==> src/rtl/apb_master_bridge.sv <==
// APB4 requester: valid/ready request/response port to APB transfers, one outstanding at a time.
// Optional ACCESS-phase timeout is built when APB_MASTER_TIMEOUT_EN is defined.
package apb_pkg;

  typedef struct packed {
    logic        psel;
    logic        pwrite;
    logic        penable;
    logic [31:0] paddr;
    logic [31:0] pwdata;
    logic [3:0]  pstrb;
  } apb_h2d_t;

  typedef struct packed {
    logic [31:0] prdata;
    logic        pready;
    logic        pslverr;
  } apb_d2h_t;

  typedef enum logic [1:0] {
    StateIdle   = 2'd0,
    StateSetup  = 2'd1,
    StateAccess = 2'd2
  } apb_state_e;

endpackage

module apb_master_bridge
  import apb_pkg::*;
#(
  parameter int unsigned TIMEOUT_CYCLES = 16
) (
  input  logic        clk_i,
  input  logic        rst_i,
  input  logic        req_valid_i,
  output logic        req_ready_o,
  input  logic        req_write_i,
  input  logic [31:0] req_addr_i,
  input  logic [31:0] req_wdata_i,
  input  logic [3:0]  req_strb_i,
  output logic        rsp_valid_o,
  input  logic        rsp_ready_i,
  output logic [31:0] rsp_rdata_o,
  output logic        rsp_err_o,
  output apb_h2d_t    apb_o,
  input  apb_d2h_t    apb_i
);

  if (TIMEOUT_CYCLES < 2 || TIMEOUT_CYCLES > 65535) begin : g_bad_timeout
    $error("apb_master_bridge: TIMEOUT_CYCLES must be in 2..65535");
  end

  apb_state_e  state_q, state_d;
  apb_h2d_t    apb_q, apb_d;
  logic        rsp_valid_q, rsp_valid_d;
  logic [31:0] rsp_rdata_q, rsp_rdata_d;
  logic        rsp_err_q, rsp_err_d;

`ifdef APB_MASTER_TIMEOUT_EN
  localparam logic [15:0] TimeoutLast = 16'(TIMEOUT_CYCLES - 1);
  logic [15:0] cnt_q, cnt_d;
`endif

  // Reset is folded in so the requester sees no acceptance window while rst_i is held.
  assign req_ready_o = (state_q == StateIdle) && !rsp_valid_q && !rst_i;
  assign rsp_valid_o = rsp_valid_q;
  assign rsp_rdata_o = rsp_rdata_q;
  assign rsp_err_o   = rsp_err_q;
  assign apb_o       = apb_q;

  always_comb begin
    // NOTE: every signal written here gets a default first, so no path leaves
    // one unassigned and no latch is inferred.
    state_d     = state_q;
    apb_d       = apb_q;
    rsp_valid_d = rsp_valid_q && !rsp_ready_i;
    rsp_rdata_d = rsp_rdata_q;
    rsp_err_d   = rsp_err_q;
`ifdef APB_MASTER_TIMEOUT_EN
    cnt_d       = cnt_q;
`endif

    case (state_q)
      StateIdle: begin
        if (req_valid_i && req_ready_o) begin
          apb_d.psel    = 1'b1;
          apb_d.penable = 1'b0;
          apb_d.pwrite  = req_write_i;
          apb_d.paddr   = req_addr_i;
          apb_d.pwdata  = req_write_i ? req_wdata_i : 32'h0;
          apb_d.pstrb   = req_write_i ? req_strb_i  : 4'h0;
          state_d       = StateSetup;
        end
      end
      StateSetup: begin
        apb_d.penable = 1'b1;
        state_d       = StateAccess;
`ifdef APB_MASTER_TIMEOUT_EN
        cnt_d         = '0;
`endif
      end
      StateAccess: begin
        if (apb_i.pready) begin
          rsp_rdata_d   = apb_q.pwrite ? 32'h0 : apb_i.prdata;
          rsp_err_d     = apb_i.pslverr;
          rsp_valid_d   = 1'b1;
          apb_d.psel    = 1'b0;
          apb_d.penable = 1'b0;
          state_d       = StateIdle;
        end
`ifdef APB_MASTER_TIMEOUT_EN
        else if (cnt_q == TimeoutLast) begin
          rsp_rdata_d   = 32'h0;
          rsp_err_d     = 1'b1;
          rsp_valid_d   = 1'b1;
          apb_d.psel    = 1'b0;
          apb_d.penable = 1'b0;
          state_d       = StateIdle;
        end else begin
          cnt_d = cnt_q + 16'd1;
        end
`endif
      end
      default: begin
        apb_d.psel    = 1'b0;
        apb_d.penable = 1'b0;
        state_d       = StateIdle;
      end
    endcase
  end

  // NOTE: sequential state uses non-blocking assignments so every register
  // samples pre-edge values regardless of statement order.
  always_ff @(posedge clk_i or posedge rst_i) begin
    if (rst_i) begin
      state_q     <= StateIdle;
      apb_q       <= '0;
      rsp_valid_q <= 1'b0;
      rsp_rdata_q <= 32'h0;
      rsp_err_q   <= 1'b0;
`ifdef APB_MASTER_TIMEOUT_EN
      cnt_q       <= '0;
`endif
    end else begin
      state_q     <= state_d;
      apb_q       <= apb_d;
      rsp_valid_q <= rsp_valid_d;
      rsp_rdata_q <= rsp_rdata_d;
      rsp_err_q   <= rsp_err_d;
`ifdef APB_MASTER_TIMEOUT_EN
      cnt_q       <= cnt_d;
`endif
    end
  end

endmodule

==> config.mk <==
export PLATFORM = sky130hd
export DESIGN_NAME = apb_master_bridge
export DESIGN_NICKNAME = d
export VERILOG_FILES = /design/src/rtl/apb_master_bridge.sv
export SDC_FILE = /design/constraint.sdc
export NUM_CORES = 1
export LEC_CHECK = 0
export BUFFER_PORTS_ARGS = -buffer_cell sky130_fd_sc_hd__buf_2
export CORE_MARGIN = 4
export CORE_UTILIZATION = 43
export CTS_BUF_LIST = sky130_fd_sc_hd__clkbuf_2
export DETAILED_ROUTE_END_ITERATION = 10
export GPL_ROUTABILITY_DRIVEN = 0
export HOLD_SLACK_MARGIN = 0.15
export PLACE_DENSITY_LB_ADDON = 0.1
export REMOVE_ABC_BUFFERS = 1
export SLEW_MARGIN = 0
export SYNTH_ARGS = -nofsm -noshare
export SYNTH_HDL_FRONTEND = slang
export SYNTH_SLANG_ARGS = --single-unit
==> constraint.sdc <==
create_clock -name clk_i -period 3.6 [get_ports clk_i]
set_clock_uncertainty 0.15 [all_clocks]
set_input_delay 0.9 -clock clk_i [delete_from_list [all_inputs] [get_ports clk_i]]
set_output_delay 0.9 -clock clk_i [all_outputs]
set_load 0.02 [all_outputs]
Yosys cells after proc, flatten, opt, wreduce, memory -nomap -nowiden. Index checks and enable logic that the tools add are counted.

Register bits: 107. Bits of input ports: 107. Output and inout port bits: 106. Word-level logic and storage cells: 39.

Equality and inequality tests: 4. Multiplexer cells: 12. Bitwise gates (word level): 1. Reductions and logical operators: 12.

Operator list (number): 2-to-1 mux 71 bit (1); 2-to-1 mux 32 bit (2); case mux 1 bit (3 select lines) (2); case mux 2 bit (3 select lines) (1); AND reduction 2 bit (3); logical AND 1 bit (4); 2-to-1 mux 2 bit (2); 2-to-1 mux 4 bit (1); zero test 1 bit (3); 2-to-1 mux 1 bit (3); AND reduction 3 bit (1); equality test 2 x 1 -> 1 bit (second input constant) (1); equality test 2 bit (second input constant) (1); zero test 2 bit (1); inequality test 2 x 1 -> 1 bit (second input constant) (1); inequality test 2 bit (second input constant) (1); inverter 1 bit (1).

Longest topological paths before layout. Gate-level depths: netlist of the first run.

Depth after elaboration: 6. Mapped depth: 5. Gate-level depth less buffers: 3.

Least setup slack after synthesis of the first run. OpenSTA, ideal clock, no wires.

Path kind: input to output. From: input port rst_i. To: output port req_ready_o. Arrival time: 1.427 ns. Data required time: 2.550 ns. Slack: 1.123 ns. Cell stages on the path: 3. Path buffers: 2. Cell sequence: nor4_4 > buf_4 > buf_4.

Word-level cells in the longest chain between the ends: 2.

Ends and longest elaborated chain: start, declared (RTL line 34) `input logic rst_i,`; zero test 1 bit (no source line); logical AND 1 bit (RTL line 65) `assign req_ready_o = (state_q == StateIdle) && !rsp_valid_q && !rst_i;`; end, declared (RTL line 36) `output logic req_ready_o,`.

Every way passes these cells.

Worst setup path in the final report of the first run.
From: register state_q[1]. To: output port req_ready_o.

Word-level cells in the longest chain between the ends: 3.

Ends and longest elaborated chain: start, declared (RTL line 53) `apb_state_e state_q, state_d;`; start signal, assigned (RTL line 136) `state_q <= StateIdle;`; start signal, assigned (RTL line 145) `state_q <= state_d;`; zero test 2 bit (RTL line 65); logical AND 1 bit (2 in a row) (RTL line 65).

Every way passes these cells.

==> results.tsv, run 1 <==
stage	metric	value	unit
layout	ant diodes	0	
synthesis	largest family of logic cells by synthesized area	simple AND/OR/NAND/NOR gates	
global_route	global-route wire length before repair	17100	µm
die	row cnt	36	
detailed_routing	WL/cell	15.3	µm
cts	post_cts resized	0	
detailed_routing	First-pass DRT Iterations	4	
synthesis	mux contribution to synthesized area	0.0913	
timing	slew margin rel.	0.466	
setup_path	Critical-path top delay cell	dfrtp_1	
power	Sw Ratio	0.413	
cts	Num CTS Buffers	9	
die	Core Footprint	0.00977	mm²
layout	fillers	877	
setup_path	crit-path cells	nor4_4 -> buf_2	
cts	Clock transition at path regs	260	ps
detailed_routing	DRC viols	0	
power	Sw Pwr	1.70	mW
die	Die Ht	108	µm
global_route	largest net degree at the start of global routing	60	
synthesis	dominant cell type by area after synthesis	dfrtp_1	
timing	Fmax	356	MHz
detailed_routing	post-DR vias/cell	4.92	
timing	final hold viol count	0	
power	sequential share of power	0.463	
place	PortBufs	212	
cts	Worst-Skew Late Latency	550	ps
setup_path	CP max FO	5	
timing	slew of the pin with the lowest slew margin	801	ps
cts	Max clock buf depth	2	
synthesis	share of the synthesized area in the top cell type	0.614	
setup_path	Worst EP arrival	1760	ps
synthesis	Netlist cell types	18	
synthesis	xor and xnor fraction of the mapped netlist area	0	
synthesis	Post-synth EDFFs	0	
cts	H-tree Lvls	3	
place	placed cell count	671	
timing	RSZ-0062 raised after global routing	no	
global_route	GR Util All Layers	0.185	
layout	final core occ	0.567	
synthesis	dominant synthesized flop cell	dfrtp_1	
detailed_routing	Detail Route Antenna Nets	0	
timing	final setup violation count	0	
timing	Final Cycle Share	0.781	
timing	Slew Viols, Final	0	
global_route	vias in the first global route	3435	
layout	ratio of cells with drive above 1 in the final layout	0.489	
die	Chip Width	108	µm
global_route	grt ovf	0	
cts	Post-CTS Repair Setup Buffers	0	
synthesis	adder-cell share of the synthesized area	0	
synthesis	YS warnings	0	
synthesis	FFs w/ async S/R, synth	1.00	
synthesis	Mapped Area	0.00432	mm²
layout	Final Instance Area	0.00555	mm²
detailed_routing	Initial DRC Count	182	
layout	Net count, final	656	
synthesis	Synth Area in Compound Gates	0.123	
power	Max VDD drop	0.412	mV
power	clock network power share	0.110	
layout	most frequent cells in the layout	212 x buf_2, 106 x dfrtp_1, 36 x nand4_1	
power	Gate power share	0.427	
power	Pint	2.42	mW
global_route	initial antenna violation count	0	
cts	hold-fix buffer count after cts	0	
layout	commonest non-fill, non-tap cell in the layout	buf_2	
synthesis	cell count after synthesis	350	
synthesis	flops & latches, synth	106	
synthesis	Post-Syn Area per Cell	12.3	µm²
cts	CTS tree	yes	
die	Die Area	0.0117	mm²
synthesis	synthesized-area fraction occupied by and/or/nand/nor cells	0.137	
worst_hold_path	worst hold path type	in -> async	
detailed_routing	final WL	10500	µm
place	final HPWL from detailed placement	7630	µm
timing	fin crit period	2810	ps
cts	clock sink count	106	
timing	hold_ws	256	ps
synthesis	top post-synthesis cells by area	dfrtp_1 61%, mux2_1 8.3%, a21bo_2 7.4%	
setup_path	critical path class	reg -> out	
detailed_routing	Via Count	3381	
run	MaxCap Viol Count	0	
power	Leakage	2.96	nW
die	I/O pin count	213	
layout	Area Overhead vs Synth	28.5	%
setup_path	CP startpoint kind	register	
setup_path	CP endpoint kind	primary output	
setup_path	CP required	2550	ps
layout	Post-Layout Cell Count	687	
power	pwr dens	743	mW/mm²
place	Placed Area	0.00547	mm²
die	initial core utilization	0.442	
setup_path	Largest stage delay, worst path	510	ps
status	status	finished clean	
synthesis	register area share after synthesis	0.614	
cts	clk root buf	clkbuf_2	
## final timing paths
path	from	to	depth (start not counted)	slack [ps]
max in group asynchronous	rst_i	apb_o[69]$_DFFE_PP0P_	3	2290
max	state_q[1]$_DFFE_PP0P_	req_ready_o	2	790
min in group clk_i	rsp_ready_i	rsp_valid_o$_DFF_PP0_	2	340
min reg2reg	apb_o[26]$_DFFE_PP0P_	apb_o[26]$_DFFE_PP0P_	1	360
max reg2reg	state_q[1]$_DFFE_PP0P_	apb_o[33]$_DFFE_PP0P_	4	1610
min	rst_i	rsp_valid_o$_DFF_PP0_	2	260
## registers in the layout, summed over array words and instances, names as in the netlist
name         count
apb_o           70
rsp_err_o        1
rsp_rdata_o     32
rsp_valid_o      1
state_q          2
## stage by stage
| step | setup WS (ps) | power (mW) | setup TNS, ps |
|---|---|---|---|
| finish | 788 | 4.12 | 0 |
| global route | 550 | 4.44 | 0 |
| CTS | 685 | 4.19 | 0 |
| detailed placement | 947 | 3.74 | 0 |
| global placement | 952 | 3.69 | 0 |
| floorplan | -239 | 3.00 | -33350 |
## cells in the mapped netlist, drive strengths merged, types with 3 or more instances
master    n
nand4    36
clkbuf   17
nand2    35
a21bo    36
o21ai    34
buf      13
nand2b   32
inv       3
mux2     35
dfrtp   106
## power groups by stage
stage | registers, mW | logic [mW] | clock network [mW]
after floorplan | 2.50 | 0.502 | 0
after global placement | 1.92 | 1.77 | 0
after detailed placement | 1.94 | 1.79 | 0
after CTS | 1.92 | 1.79 | 0.481
after global routing | 1.98 | 1.92 | 0.531
final | 1.91 | 1.76 | 0.454
## layout make-up
class | count | area [µm²] | area share
clock buffers | 12 | 60.1 | 0.0108
inverters | 3 | 13.8 | 0.00248
clock inverters | 4 | 18.8 | 0.00338
multi-input cells | 211 | 1520 | 0.273
repair buffers | 218 | 1120 | 0.202
flip-flops and latches | 106 | 2650 | 0.478
well taps | 133 | 166 | 0.0300
## logic make-up after synthesis
| kind of cell | after synthesis |
|---|---|
| DFF | 106 |
| and+or+nand+nor | 106 |
| AOI/OAI and AO/OA | 70 |
| muxes | 35 |
| buffers and inverters | 33 |
## metal layers
layer	part of all wire	up-vias	global-route usage
met3	0.095	13	0.0627
li1	-	1617	-
met1	0.43	1613	0.247
met2	0.46	138	0.284
met4	0.015	0	0.0622
met5	0	-	0
## worst max-delay path: cells and delay by family, from the launching register on
kind	cells	cell delay (ps)
buf+inv	1	250
simple gates	1	450
flops	1	510
Note: power is estimated with default switching activity, not from simulation.
==> inputs of run 2 (changes only) <==
- CORE_UTILIZATION: 43 -> 45
- clock period: 3.6 -> 2.65 ns (I/O delays scaled with it)
==> run 2 against run 1 <==
Effect of this change: sequential share of layout area down 5.5 points; sequential power up 34%; power up 40%; core utilization up 11 points; critical path depth unchanged; die area down 4.1%; routed wire length up 11%; first-iteration DRC count down 18%; worst setup slack worse by 600 ps; register-to-register slack worse by 970 ps; largest power group is now combinational cells.
==> results.tsv, run 2 (synthesis gave the netlist of run 1 again) <==
stage	metric	value	unit	change
global_route	global-route wire length before repair	18800	µm	+10%
timing	hold_ws	226	ps	-29.6 ps
timing	Final Cycle Share	0.930		
global_route	largest net degree at the start of global routing	56		-6.7%
layout	Net count, final	727		+11%
timing	final setup violation count	0		unchanged
power	Leakage	3.26	nW	+10%
detailed_routing	post-DR vias/cell	4.91		-0.18%
setup_path	Buf+Inv Stages, Crit Path	1		unchanged
setup_path	CP required	1840	ps	-710 ps
die	Chip Width	106	µm	-2.1%
setup_path	CP max FO	5		unchanged
setup_path	R2R Path End	apb_o[39]$_DFFE_PP0P_		
timing	Slew Viols, Final	0		unchanged
detailed_routing	Via Count	3704		+9.6%
layout	Final Instance Area	0.00626	mm²	+13%
layout	Multi-input gate area	0.00152	mm²	unchanged
cts	Clock transition at path regs	250	ps	about the same
global_route	GR Util All Layers	0.210		+0.0251
detailed_routing	First-pass DRT Iterations	4		unchanged
setup_path	WP depth	2		unchanged
global_route	GR Layer Usage met3	0.0704		+0.00774
setup_path	Worst EP arrival	1650	ps	-110 ps
setup_path	Critical-path top delay cell	dfrtp_2		
timing	fin crit period	2470	ps	
setup_path	crit path from	state_q[0]$_DFFE_PP0P_		
global_route	met2 Use GR	0.360		+0.0765
cts	Num CTS Buffers	9		unchanged
worst_hold_path	worst hold endpoint	rsp_rdata_o[28]$_DFFE_PP0P_		
cts	Max clock buf depth	2		unchanged
cts	Worst-Skew Late Latency	530	ps	-20 ps
place	final HPWL from detailed placement	7860	µm	+2.9%
setup_path	r2r startpoint	state_q[0]$_DFFE_PP0P_		
status	status	finished clean		
place	PortBufs	212		unchanged
cts	H-tree Lvls	3		unchanged
die	Die Ht	106	µm	-2.1%
detailed_routing	DRC viols	0		unchanged
worst_hold_path	hold path startpoint	apb_i[30]		
layout	fillers	732		-17%
place	pre-CTS setup slack	438	ps	-510 ps
power	Max VDD drop	0.532	mV	+29%
die	row cnt	35		-2.8%
timing	slew margin rel.	0.553		+0.0867
setup_path	critical path class	reg -> out		
timing	Final TNS setup	0	ps	unchanged
global_route	initial antenna violation count	0		unchanged
die	initial core utilization	0.465		+0.0233
layout	ant diodes	0		unchanged
global_route	most used routing layer	met2		
cts	clock sink count	106		unchanged
detailed_routing	Initial DRC Count	150		-18%
worst_hold_path	Min-Delay Path Depth	3		
detailed_routing	WL/cell	15.4	µm	+0.78%
die	Core Footprint	0.00928	mm²	-5.0%
layout	most frequent cells in the layout	212 x buf_2, 105 x dfrtp_1, 66 x dlygate4sd3_1		
setup_path	r2r worst-path depth	5		+1
setup_path	CP startpoint kind	register		
cts	CTS tree	yes		
layout	ratio of cells with drive above 1 in the final layout	0.445		-0.0444
place	Placed Area	0.00551	mm²	+0.69%
setup_path	worst reg-to-reg setup slack	640	ps	-970 ps
layout	commonest non-fill, non-tap cell in the layout	buf_2		
setup_path	crit-path cells	nor4_4 -> buf_2		
global_route	vias in the first global route	3747		+9.1%
detailed_routing	Detail Route Antenna Nets	0		unchanged
die	I/O pin count	213		unchanged
timing	Final WS setup	184	ps	-604 ps
timing	Fmax	406	MHz	
layout	Area Overhead vs Synth	45.1	%	
power	Final Power	5.76	mW	+40%
cts	clk root buf	clkbuf_2		
global_route	grt ovf	0		unchanged
timing	final hold viol count	0		unchanged
setup_path	CP delay by family, top	flip-flops		
worst_hold_path	worst hold path type	in -> reg		
global_route	global routing usage on met1	0.256		+0.00896
layout	register area	0.00265	mm²	about the same
run	MaxCap Viol Count	0		unchanged
timing	slew of the pin with the lowest slew margin	671	ps	-130 ps
setup_path	Largest stage delay, worst path	500	ps	about the same
power	pwr dens	920	mW/mm²	+24%
die	Die Area	0.0112	mm²	-4.1%
setup_path	CP endpoint kind	primary output		
detailed_routing	final WL	11600	µm	+11%
layout	max FFs per register	70		unchanged
==> run 2: cell types whose count changed in the layout (fill, tap and decap cells not counted), sizes merged <==
cell	delta
dlygate4sd3	+66
buf	+5
clkinvlp	+2
clkinv	-2
==> run 2: power breakdown <==
part	internal [mW]	switching, mW
sequential	2.23	0.329
combinational	1.01	1.56
clock	0.135	0.495
==> run 2: worst reg2reg max path, cell delays in order (launching register included) <==
cell     delay [ps]
dfrtp_2         500
nor4_4          390
buf_4           190
nand2_2          50
buf_4           290
mux2_1          380
==> run 2: worst max path at each step <==
stage	endpoint	slack, ps
final	req_ready_o	180
after global routing	req_ready_o	-2
after CTS	req_ready_o	30
after detailed placement	apb_o[39]$_DFFE_PP0P_	440
after global placement	req_ready_o	450
after floorplan	apb_o[0]$_DFFE_PP0P_	-950
==> run 2: final cells by class <==
cell class                      count  share of cell area
Tap cell                          129              0.0258
Clock buffer                       12             0.00959
Inverter                            3             0.00220
Clock inverter                      4             0.00459
Timing Repair Buffer              289               0.292
Multi-Input combinational cell    211               0.242
Sequential cell                   106               0.424
==> run 2: per-stage QoR <==
| step | utilization | std cells |
|---|---|---|
| 2_1_floorplan | - | 320 |
| 3_3_place_gp | 0.593 | 671 |
| 3_5_place_dp | 0.593 | 671 |
| 4_1_cts | 0.668 | 748 |
| 5_1_grt | 0.675 | 754 |
| 6_report | 0.675 | 754 |
==> run 2: repair_timing <==
action                                  4_1_cts  5_1_grt
hold buffers                                 61        5
endpoints found under the setup margin        1        1
hold endpoints to repair                     91        5
setup buffers                                 0        1
pin swaps                                     1        1
resized for setup                             0        1
==> run 2: layer usage <==
| metal | routed length, µm | share of wire | vias up |
|---|---|---|---|
| li1 | - | - | 1759 |
| met1 | 4670 | 0.40 | 1774 |
| met2 | 5760 | 0.50 | 151 |
| met3 | 929 | 0.080 | 20 |
| met4 | 247 | 0.021 | 0 |
| met5 | 0 | 0 | - |
==> inputs of run 3 (changes only) <==
- PLACE_DENSITY: unset -> 0.79
- PLACE_DENSITY_LB_ADDON: 0.1 -> unset
- SLEW_MARGIN: 0 -> 15
==> run 3 against run 2 <==
Effect of this change: non-clock buffer count decreased by 4; largest power group is now registers; design area grew 0.46%; routed wire length is 8.3% higher; highest routed layer unchanged.
==> results.tsv, run 3 (synthesis gave the netlist of run 1 again) <==
stage	metric	value	unit	change
status	status	finished clean		
cts	Worst-Skew Late Latency	530	ps	about the same
detailed_routing	WL/cell	16.8	µm	+8.9%
power	Max VDD drop	0.479	mV	-10%
cts	Max clock buf depth	2		unchanged
timing	Slew Viols, Final	0		unchanged
power	sequential share of power	0.434		-0.010
die	Die Area	0.0112	mm²	unchanged
timing	slew of the pin with the lowest slew margin	630	ps	-40.8 ps
die	initial core utilization	0.465		unchanged
detailed_routing	final WL	12600	µm	+8.3%
global_route	initial antenna violation count	0		unchanged
power	pwr dens	962	mW/mm²	+4.6%
worst_hold_path	worst hold path type	in -> reg		
detailed_routing	DRC viols	0		unchanged
cts	H-tree Lvls	3		unchanged
global_route	largest net degree at the start of global routing	62		+11%
layout	Net count, final	723		-0.55%
detailed_routing	Detail Route Antenna Nets	0		unchanged
layout	Multi-input gate area	0.00152	mm²	unchanged
setup_path	CP max FO	5		unchanged
layout	commonest non-fill, non-tap cell in the layout	buf_2		
power	Gate power share	0.417		-0.029
timing	final setup violation count	0		unchanged
setup_path	CP startpoint kind	register		
cts	Num CTS Buffers	9		unchanged
setup_path	CP endpoint kind	primary output		
global_route	global-route wire length before repair	20300	µm	+7.7%
layout	ratio of cells with drive above 1 in the final layout	0.444		about the same
detailed_routing	post-DR vias/cell	4.94		+0.59%
power	Final Power	6.05	mW	+5.1%
place	final HPWL from detailed placement	8120	µm	+3.3%
global_route	grt ovf	0		unchanged
die	Core Footprint	0.00928	mm²	unchanged
timing	slew margin rel.	0.580		+0.0272
die	row cnt	35		unchanged
die	I/O pin count	213		unchanged
power	Leakage	3.27	nW	+0.34%
layout	most frequent cells in the layout	212 x buf_2, 105 x dfrtp_1, 64 x dlygate4sd3_1		
timing	final hold viol count	0		unchanged
power	clock network power share	0.148		+0.039
cts	clock sink count	106		unchanged
run	MaxCap Viol Count	0		unchanged
global_route	GR Util All Layers	0.226		+0.0165
cts	CTS tree	yes		
timing	fin crit period	2470	ps	+7.42 ps
layout	ant diodes	0		unchanged
cts	clk root buf	clkbuf_2		
cts	Clock transition at path regs	300	ps	+50 ps
timing	Fmax	404	MHz	-0.30%
power	Sw Pwr	2.49	mW	+4.4%
setup_path	critical path class	reg -> out		
setup_path	worst reg-to-reg setup slack	660	ps	+20 ps
layout	max FFs per register	70		unchanged
setup_path	Worst EP arrival	1660	ps	about the same
place	pre-CTS setup slack	430	ps	-8.25 ps
detailed_routing	Via Count	3706		+0.054%
detailed_routing	Initial DRC Count	133		-11%
place	PortBufs	212		unchanged
die	Chip Width	106	µm	unchanged
setup_path	CP required	1840	ps	about the same
layout	final core occ	0.678		+0.00310
layout	Area Overhead vs Synth	45.7	%	
timing	Final TNS setup	0	ps	unchanged
detailed_routing	First-pass DRT Iterations	4		unchanged
timing	Final Cycle Share	0.933		+0.00280
layout	fillers	705		-3.7%
timing	Final WS setup	177	ps	-7.42 ps
layout	register area	0.00265	mm²	unchanged
global_route	vias in the first global route	3967		+5.9%
power	Sw Ratio	0.411		-0.00293
timing	RSZ-0062 raised after global routing	no		
die	Die Ht	106	µm	unchanged
power	Pint	3.57	mW	+5.6%
==> run 3: changes by cell type in the layout (fill, tap and decap cells not counted), sizes merged <==
| cell | change |
|---|---|
| clkbuf | -3 |
| inv | +4 |
| clkinvlp | -1 |
| dlygate4sd3 | -2 |
| clkinv | -2 |
| buf | -2 |
| bufinv | +2 |
==> run 3: path summary, 6_finish.rpt <==
check,from,to,cells past startpoint
setup / recovery,state_q[0]$_DFFE_PP0P_,req_ready_o,2
hold / removal,apb_i[20],rsp_rdata_o[18]$_DFFE_PP0P_,3
setup reg to reg,state_q[0]$_DFFE_PP0P_,apb_o[43]$_DFFE_PP0P_,5
hold reg to reg,rsp_rdata_o[27]$_DFFE_PP0P_,rsp_rdata_o[27]$_DFFE_PP0P_,2
max in group asynchronous,rst_i,rsp_rdata_o[12]$_DFFE_PP0P_,4
min in group asynchronous,rst_i,apb_o[5]$_DFFE_PP0P_,3
==> run 3: power by group through the flow <==
stage | clock, mW | combinational [mW] | sequential [mW]
floorplan | 0 | 0.682 | 3.39
global placement | 0 | 2.38 | 2.63
detailed placement | 0 | 2.45 | 2.64
CTS | 0.935 | 2.53 | 2.61
global route | 1.00 | 2.72 | 2.71
finish | 0.899 | 2.53 | 2.63
==> run 3: metrics by stage <==
stage | instance area, µm² | hold slack (ps) | cells
CTS | 6290 | 151 | 750
finish | 6290 | 231 | 750
global route | 6290 | 159 | 750
global placement | 5490 | 309 | 669
detailed placement | 5490 | 317 | 669
floorplan | 4180 | 430 | 320
==> run 3: what timing repair did <==
action,CTS,global route
hold buffers,64,0
pin swaps,1,0
hold endpoints to repair,85,0
setup buffers,1,0
resized for setup,0,1
setup endpoints to repair,1,1
==> run 3: area by class of cell <==
class,count,area share
clock buffers,9,0.00716
clock inverters,7,0.0171
inverters,3,0.00219
multi-input cells,211,0.241
flip-flops and latches,106,0.422
well taps,129,0.0257
repair buffers,285,0.285
==> run 3: worst max-delay path, cell delays in order, from the launching register on <==
cell	delay, ps
dfrtp_1	510
nor4_4	390
buf_2	240
==> run 3: routing by layer <==
layer / part of all wire / track usage / up-vias
met5: 0 / 0 / -
met4: 0.0088 / 0.0564 / 0
met3: 0.090 / 0.0741 / 12
met2: 0.51 / 0.401 / 175
met1: 0.39 / 0.266 / 1775
li1: - / - / 1744
